`src/rtl/ring_sched_pkg.sv`:
```
`default_nettype none
// ------------------------------------------------------------------
// ring_sched_pkg : shared state encoding and width helper
// Rev 1.0
// ------------------------------------------------------------------
package ring_sched_pkg;

  typedef logic [0:0] state_t;

  localparam state_t ST_IDLE  = 1'b0;
  localparam state_t ST_GRANT = 1'b1;

  // Never returns 0 so that a value range of 1 still yields a legal 1-bit vector.
  function automatic int clog2w(input int v);
    return (v <= 2) ? 1 : $clog2(v);
  endfunction

endpackage
`default_nettype wire

```
`src/rtl/rr_priority_pick.sv`:
```
`default_nettype none
// ------------------------------------------------------------------
// rr_priority_pick : first set request at or above ptr, wrapping
// Rev 1.0
// ------------------------------------------------------------------
module rr_priority_pick
  import ring_sched_pkg::*;
#(
  parameter int N = 5
) (
  input  logic [N-1:0]            req,
  input  logic [N-1:0]            ptr,
  output logic [N-1:0]            onehot,
  output logic [clog2w(N)-1:0]    idx,
  output logic                    any
);

  localparam int IDXW = clog2w(N);

  logic [IDXW-1:0] pos;
  logic [IDXW-1:0] first;
  logic [2*N-1:0]  dbl;
  logic [N-1:0]    rot;

  always_comb begin
    pos = '0;
    for (int i = 0; i < N; i++) begin
      if (ptr[i]) pos = IDXW'(i);
    end
  end

  // Doubling the vector turns the wrapping rotation into a plain part-select.
  assign dbl = {req, req};
  assign rot = dbl[pos +: N];
  assign any = |req;

  always_comb begin
    first = '0;
    for (int i = N - 1; i >= 0; i--) begin
      if (rot[i]) first = IDXW'(i);
    end
  end

  always_comb begin
    idx    = IDXW'((int'(pos) + int'(first)) % N);
    onehot = '0;
    if (any) onehot[idx] = 1'b1;
  end

endmodule
`default_nettype wire

```
`src/rtl/ring_rr_scheduler.sv`:
```
`default_nettype none
// ------------------------------------------------------------------
// ring_rr_scheduler : round-robin scheduler with hold limit and ring pointer
// Rev 1.0
// ------------------------------------------------------------------
module ring_rr_scheduler
  import ring_sched_pkg::*;
#(
  parameter int N        = 5,
  parameter int MAX_HOLD = 8
) (
  input  logic                   clk,
  input  logic                   clear_n,
  input  logic                   enable,
  input  logic [N-1:0]           req,
  input  logic                   owner_release,
  output logic [N-1:0]           grant,
  output logic                   grant_valid,
  output logic [clog2w(N)-1:0]   grant_idx,
  output logic                   timeout,
  output logic [N-1:0]           ptr
);

  localparam int IDXW = clog2w(N);
  localparam int HW   = clog2w(MAX_HOLD + 1);
  localparam logic [HW-1:0] HOLD_LAST = HW'(MAX_HOLD - 1);

  state_t          state, state_nxt;
  logic [HW-1:0]   hold, hold_nxt;
  logic [N-1:0]    grant_nxt, ptr_nxt;
  logic [IDXW-1:0] idx_nxt;
  logic            valid_nxt, timeout_nxt;

  logic [N-1:0]    pick_onehot;
  logic [IDXW-1:0] pick_idx;
  logic            pick_any;

  logic start, end_release, end_timeout;

  rr_priority_pick #(.N(N)) u_pick (
    .req    (req),
    .ptr    (ptr),
    .onehot (pick_onehot),
    .idx    (pick_idx),
    .any    (pick_any)
  );

  assign start       = enable & pick_any;
  // Owner dropping its request and an explicit release are the same event.
  assign end_release = owner_release | ~|(req & grant);
  assign end_timeout = ~end_release & (hold == HOLD_LAST);

  always_ff @(posedge clk or negedge clear_n) begin
    if (!clear_n) begin
      state       <= ST_IDLE;
      hold        <= '0;
      grant       <= '0;
      grant_valid <= 1'b0;
      grant_idx   <= '0;
      timeout     <= 1'b0;
      ptr         <= N'(1);
    end else begin
      state       <= state_nxt;
      hold        <= hold_nxt;
      grant       <= grant_nxt;
      grant_valid <= valid_nxt;
      grant_idx   <= idx_nxt;
      timeout     <= timeout_nxt;
      ptr         <= ptr_nxt;
    end
  end

  always_comb begin
    state_nxt = state;
    case (state)
      ST_IDLE:  if (start) state_nxt = ST_GRANT;
      ST_GRANT: if (end_release || end_timeout) state_nxt = ST_IDLE;
      default:  state_nxt = ST_IDLE;
    endcase
  end

  always_comb begin
    grant_nxt   = '0;
    valid_nxt   = 1'b0;
    idx_nxt     = '0;
    timeout_nxt = 1'b0;
    hold_nxt    = '0;
    ptr_nxt     = ptr;
    case (state)
      ST_IDLE: begin
        if (start) begin
          grant_nxt = pick_onehot;
          valid_nxt = 1'b1;
          idx_nxt   = pick_idx;
        end
      end
      ST_GRANT: begin
        if (end_release || end_timeout) begin
          // Rotating the held one-hot grant gives one-hot of (grant_idx+1) mod N.
          ptr_nxt     = {grant[N-2:0], grant[N-1]};
          timeout_nxt = end_timeout;
        end else begin
          grant_nxt = grant;
          valid_nxt = 1'b1;
          idx_nxt   = grant_idx;
          hold_nxt  = hold + HW'(1);
        end
      end
      default: ;
    endcase
  end

endmodule
`default_nettype wire

```
`config.mk`:
```
export PLATFORM = sky130hd
export DESIGN_NAME = ring_rr_scheduler
export DESIGN_NICKNAME = d
export VERILOG_FILES = /design/src/rtl/ring_sched_pkg.sv /design/src/rtl/rr_priority_pick.sv /design/src/rtl/ring_rr_scheduler.sv
export SDC_FILE = /design/constraint.sdc
export NUM_CORES = 1
export LEC_CHECK = 0
export CORE_ASPECT_RATIO = 1.4
export CORE_MARGIN = 2
export CORE_UTILIZATION = 55
export CTS_BUF_LIST = sky130_fd_sc_hd__clkbuf_8
export CTS_CLUSTER_SIZE = 28
export DETAILED_ROUTE_END_ITERATION = 7
export GPL_ROUTABILITY_DRIVEN = 0
export HOLD_SLACK_MARGIN = 0.08
export PLACE_DENSITY = 0.91
export RECOVER_POWER = 100
export SLEW_MARGIN = 15
export SYNTH_ARGS = -nofsm -noshare
export SYNTH_HDL_FRONTEND = slang
export SYNTH_HIERARCHICAL = 1
export SYNTH_SLANG_ARGS = --single-unit
```
`constraint.sdc`:
```
create_clock -name clk -period 5.7 [get_ports clk]
set_input_delay 0.855 -clock clk [delete_from_list [all_inputs] [get_ports clk]]
set_output_delay 0.855 -clock clk [all_outputs]
set_load 0.005 [all_outputs]
```
==> results of run 1 <==
## power by group
part | total [W] | internal [W] | switching (W)
Clock | 0.0000938 | 0.0000486 | 0.0000452
Sequential | 0.000203 | 0.000161 | 0.0000421
Combinational | 0.000736 | 0.000341 | 0.000395
## registers in the layout, indices dropped and copies added (netlist names)
signal and count:
hold 4, grant 5, timeout 1, grant_idx 3
ptr 5, state 1
## worst max-delay path: cells and delay by family
family | cells | cell delay, ns
AOI/OAI and AO/OA | 6 | 1.75
xor gates and xnor gates | 1 | 0.45
and+or+nand+nor | 6 | 0.83
buffers and inverters | 2 | 0.76
adders and majority gates | 2 | 0.70
## worst min path at each step
stage                     endpoint  cells past startpoint    start  slack, ns
after floorplan            hold[0]                      1  hold[0]       0.44
after global placement     hold[0]                      1  hold[0]       0.46
after detailed placement   hold[0]                      1  hold[0]       0.46
after CTS                  hold[0]                      1  hold[0]       0.47
after global routing       hold[0]                      1  hold[0]       0.50
final                      hold[0]                      1  hold[0]       0.47
## final cells by class
type | instances | area share (%)
clock buffers | 3 | 2.388
clock inverters | 1 | 0.2894
inverters | 8 | 1.737
multi-input cells | 121 | 52.10
flip-flops and latches | 19 | 27.57
well taps | 36 | 2.605
repair buffers | 23 | 13.31
## synthesized netlist by cell type (all sizes together), types with 2 or more instances
library cell | number | area (um2)
nand2b | 4 | 25.02
a21oi | 6 | 41.29
buf | 2 | 10.01
clkbuf | 3 | 11.26
o21ai | 4 | 20.01
dfrtp | 18 | 450.4
nor3b | 2 | 15.01
nand2 | 14 | 52.55
ha | 7 | 87.58
nor2 | 13 | 63.81
a222oi | 2 | 20.02
xnor2 | 3 | 26.28
a221o | 3 | 30.03
mux2 | 6 | 90.09
mux2i | 6 | 60.06
a21boi | 2 | 15.02
inv | 8 | 30.03
a22o | 10 | 88.84
nand3b | 2 | 15.01
nor2b | 4 | 25.02
and2 | 3 | 18.77
xor2 | 2 | 17.52
nor3 | 10 | 55.05
## cell usage in the layout, fill, tap and decap left out, drive strengths merged, types with 2 or more instances in the layout
master / synthesis / routed
xor2: 2 / 2
a222oi: 2 / 2
nand2b: 4 / 4
dfrtp: 18 / 18
nor2b: 4 / 4
and2: 3 / 3
nor2: 13 / 13
a221o: 3 / 3
o21ai: 4 / 4
nand2: 14 / 14
a22o: 10 / 10
nor3b: 2 / 2
nor3: 10 / 10
mux2: 6 / 6
a21oi: 6 / 6
nand3b: 2 / 2
dlygate4sd3: 0 / 18
mux2i: 6 / 6
inv: 8 / 8
clkdlybuf4s50: 0 / 5
a21boi: 2 / 2
ha: 7 / 7
xnor2: 3 / 3
clkbuf: 3 / 3
## routing by layer
layer / part of all wire, % / up-vias / global-route usage (%)
met2: 54 / 44 / 45.10
met3: 4.5 / 6 / 4.178
met4: 1.7 / 0 / 8.784
li1: - / 604 / -
met1: 40 / 610 / 31.00
met5: 0 / - / 0
## kinds of logic after synthesis
kind of cell             Yosys count
adder cells (fa/ha/maj)            9
flip-flops                        19
multiplexers                      12
XOR/XNOR                           5
AND/OR/NAND/NOR                   57
buffers and inverters             13
AO/OA/AOI/OAI                     38
## through the flow
step	worst slack [ns]	utilization [%]	instance area, um2	instances
after floorplan	1.547	-	1465	153
after global placement	0.7878	66.44	1719	207
after detailed placement	0.5149	66.44	1719	207
after CTS	0.7645	68.23	1765	211
after global routing	0.2181	66.83	1729	211
final	0.5025	66.83	1729	211
==> flow_summary.json, run 1 <==
{
  "total_power_w": 0.001033,
  "ys_warn_count": 6,
  "r2r-end": "grant[0]",
  "die_w_um": 47.62,
  "fin_tns_setup_ns": 0,
  "reg2reg_depth": 15,
  "p_leak_nw": 0.8130,
  "grt_overflow": 0,
  "num_vias": 1264,
  "critPathRequiredTime_ns": 5.85,
  "cellPowerDensity_nw_per_um2": 597.2,
  "synth_edf_count": 0,
  "tightest_slew_ns": 0.8306,
  "cts_hold_buffers": 0,
  "rsz0062_at_grt": "no",
  "track_usage_pct": 26.00,
  "hold_ws_ns": 0.4736,
  "slew_headroom_pct": 44.44,
  "syn-num-nets": 170,
  "cp_cell_sequence": "dlygate4sd3_1 -> inv_2 -> a221o_1 -> a22o_1 -> and2_0 -> nor2b_1 -> fa_1 -> xnor2_1 -> nor3_1 -> a21oi_1 -> ha_1 -> nor2b_1 -> nor2_4 -> a32oi_1 -> o32a_1 -> nor3_1 -> a22o_2",
  "nets": 193,
  "postRouteAntennaNets": 0,
  "seq_area_frac_synth_pct": 32.54,
  "crit_fanout": 7,
  "die_h_um": 65.07,
  "die-area_um2": 3099,
  "critical_path.startpoint_type": "primary input",
  "crit_end": "grant[0]",
  "numCtsBuffers": 3,
  "fin_crit_ns": 5.197,
  "arrival_ns": 5.35,
  "cts_tree": "built",
  "firstDrtPassIters": 4,
  "antenna_found_initial": 0,
  "status": "completed",
  "synth_xor_area_share_pct": 2.989,
  "worstSetupStartpoint": "req[4]",
  "synth_mux_area_share_pct": 10.25,
  "clockBufferDepth": 2,
  "maxCapViolCount": 0,
  "finClkSkew_ns": 0.0007498,
  "ys.flop_type": "dfrtp_1",
  "ys_ff_latch": 19,
  "grt_first_pass_wirelength_mm": 5.906,
  "register_area_um2": 476.7,
  "io_buffer_count": 23,
  "ios": 24,
  "clk_pin_slew_worst_paths_ns": 0.07,
  "worstSkewPairLatency_ns": 0.25,
  "dpl.hpwl_mm": 2.536,
  "rows": 22,
  "diodes": 0,
  "synthDistinctLibCells": 49,
  "cp-end-kind": "register",
  "cts_resized": 0,
  "slew_viol_final": 0,
  "first_iter_violations": 78,
  "post-route-period-util_pct": 91.18,
  "fp.coreArea_um2": 2587,
  "fill_cells": 233,
  "multi_input_area_um2": 900.9,
  "layout-drive-gt1-share_pct": 7.429,
  "start_util_pct": 56.62,
  "synth_fa_ha_area_share_pct": 8.027,
  "slowest_stage": "dlygate4sd3_1",
  "grt_pass1_vias": 1330,
  "min_path_type": "reg -> reg",
  "criticalPathCategory": "in -> reg",
  "ir_worst_vdd_v": 0.0003266,
  "h-tree-depth": 1,
  "rr_startpoint": "ptr[4]",
  "synth-compound-area-share_pct": 22.12,
  "drc_errors": 0,
  "postCtsSetupBuffers": 0,
  "cts_root_buf": "clkbuf_8",
  "cpPeakStageDelay_ns": 0.70,
  "synth_cells": 153,
  "synthSimpleGateAreaFrac_pct": 20.58,
  "r2r_slack_ns": 1.05,
  "setup_viol": 0,
  "grt_max_degree": 20,
  "synth_top_family_by_area": "compound AO/OA/AOI/OAI gates",
  "area_growth_pct": 18.02,
  "postSynthAreaPerCell_um2": 9.576,
  "async_reset_ff_share_pct": 100.0,
  "syn-cell-area_um2": 1465,
  "hold_violations": 0,
  "wirelength_mm": 3.452,
  "avgRoutedWirePerCell_um": 16.36,
  "avgViaCountPerCell": 5.991,
  "cts_sinks": 19,
  "fmax_mhz": 192.4
}
No activity file was read; power rests on OpenSTA's default activity.
==> inputs of run 2 (changes only) <==
--- a/config.mk
+++ b/config.mk
@@ -9,7 +9,7 @@
 export CORE_MARGIN = 2
 export CORE_UTILIZATION = 55
 export CTS_BUF_LIST = sky130_fd_sc_hd__clkbuf_8
-export CTS_CLUSTER_SIZE = 28
+export CTS_CLUSTER_SIZE = 30
 export DETAILED_ROUTE_END_ITERATION = 7
 export GPL_ROUTABILITY_DRIVEN = 0
 export HOLD_SLACK_MARGIN = 0.08
@@ -20,3 +20,4 @@
 export SYNTH_HDL_FRONTEND = slang
 export SYNTH_HIERARCHICAL = 1
 export SYNTH_SLANG_ARGS = --single-unit
+export TNS_END_PERCENT = 30
==> results of run 2 <==
Final layout, timing and power as in run 1 (identical DEF).
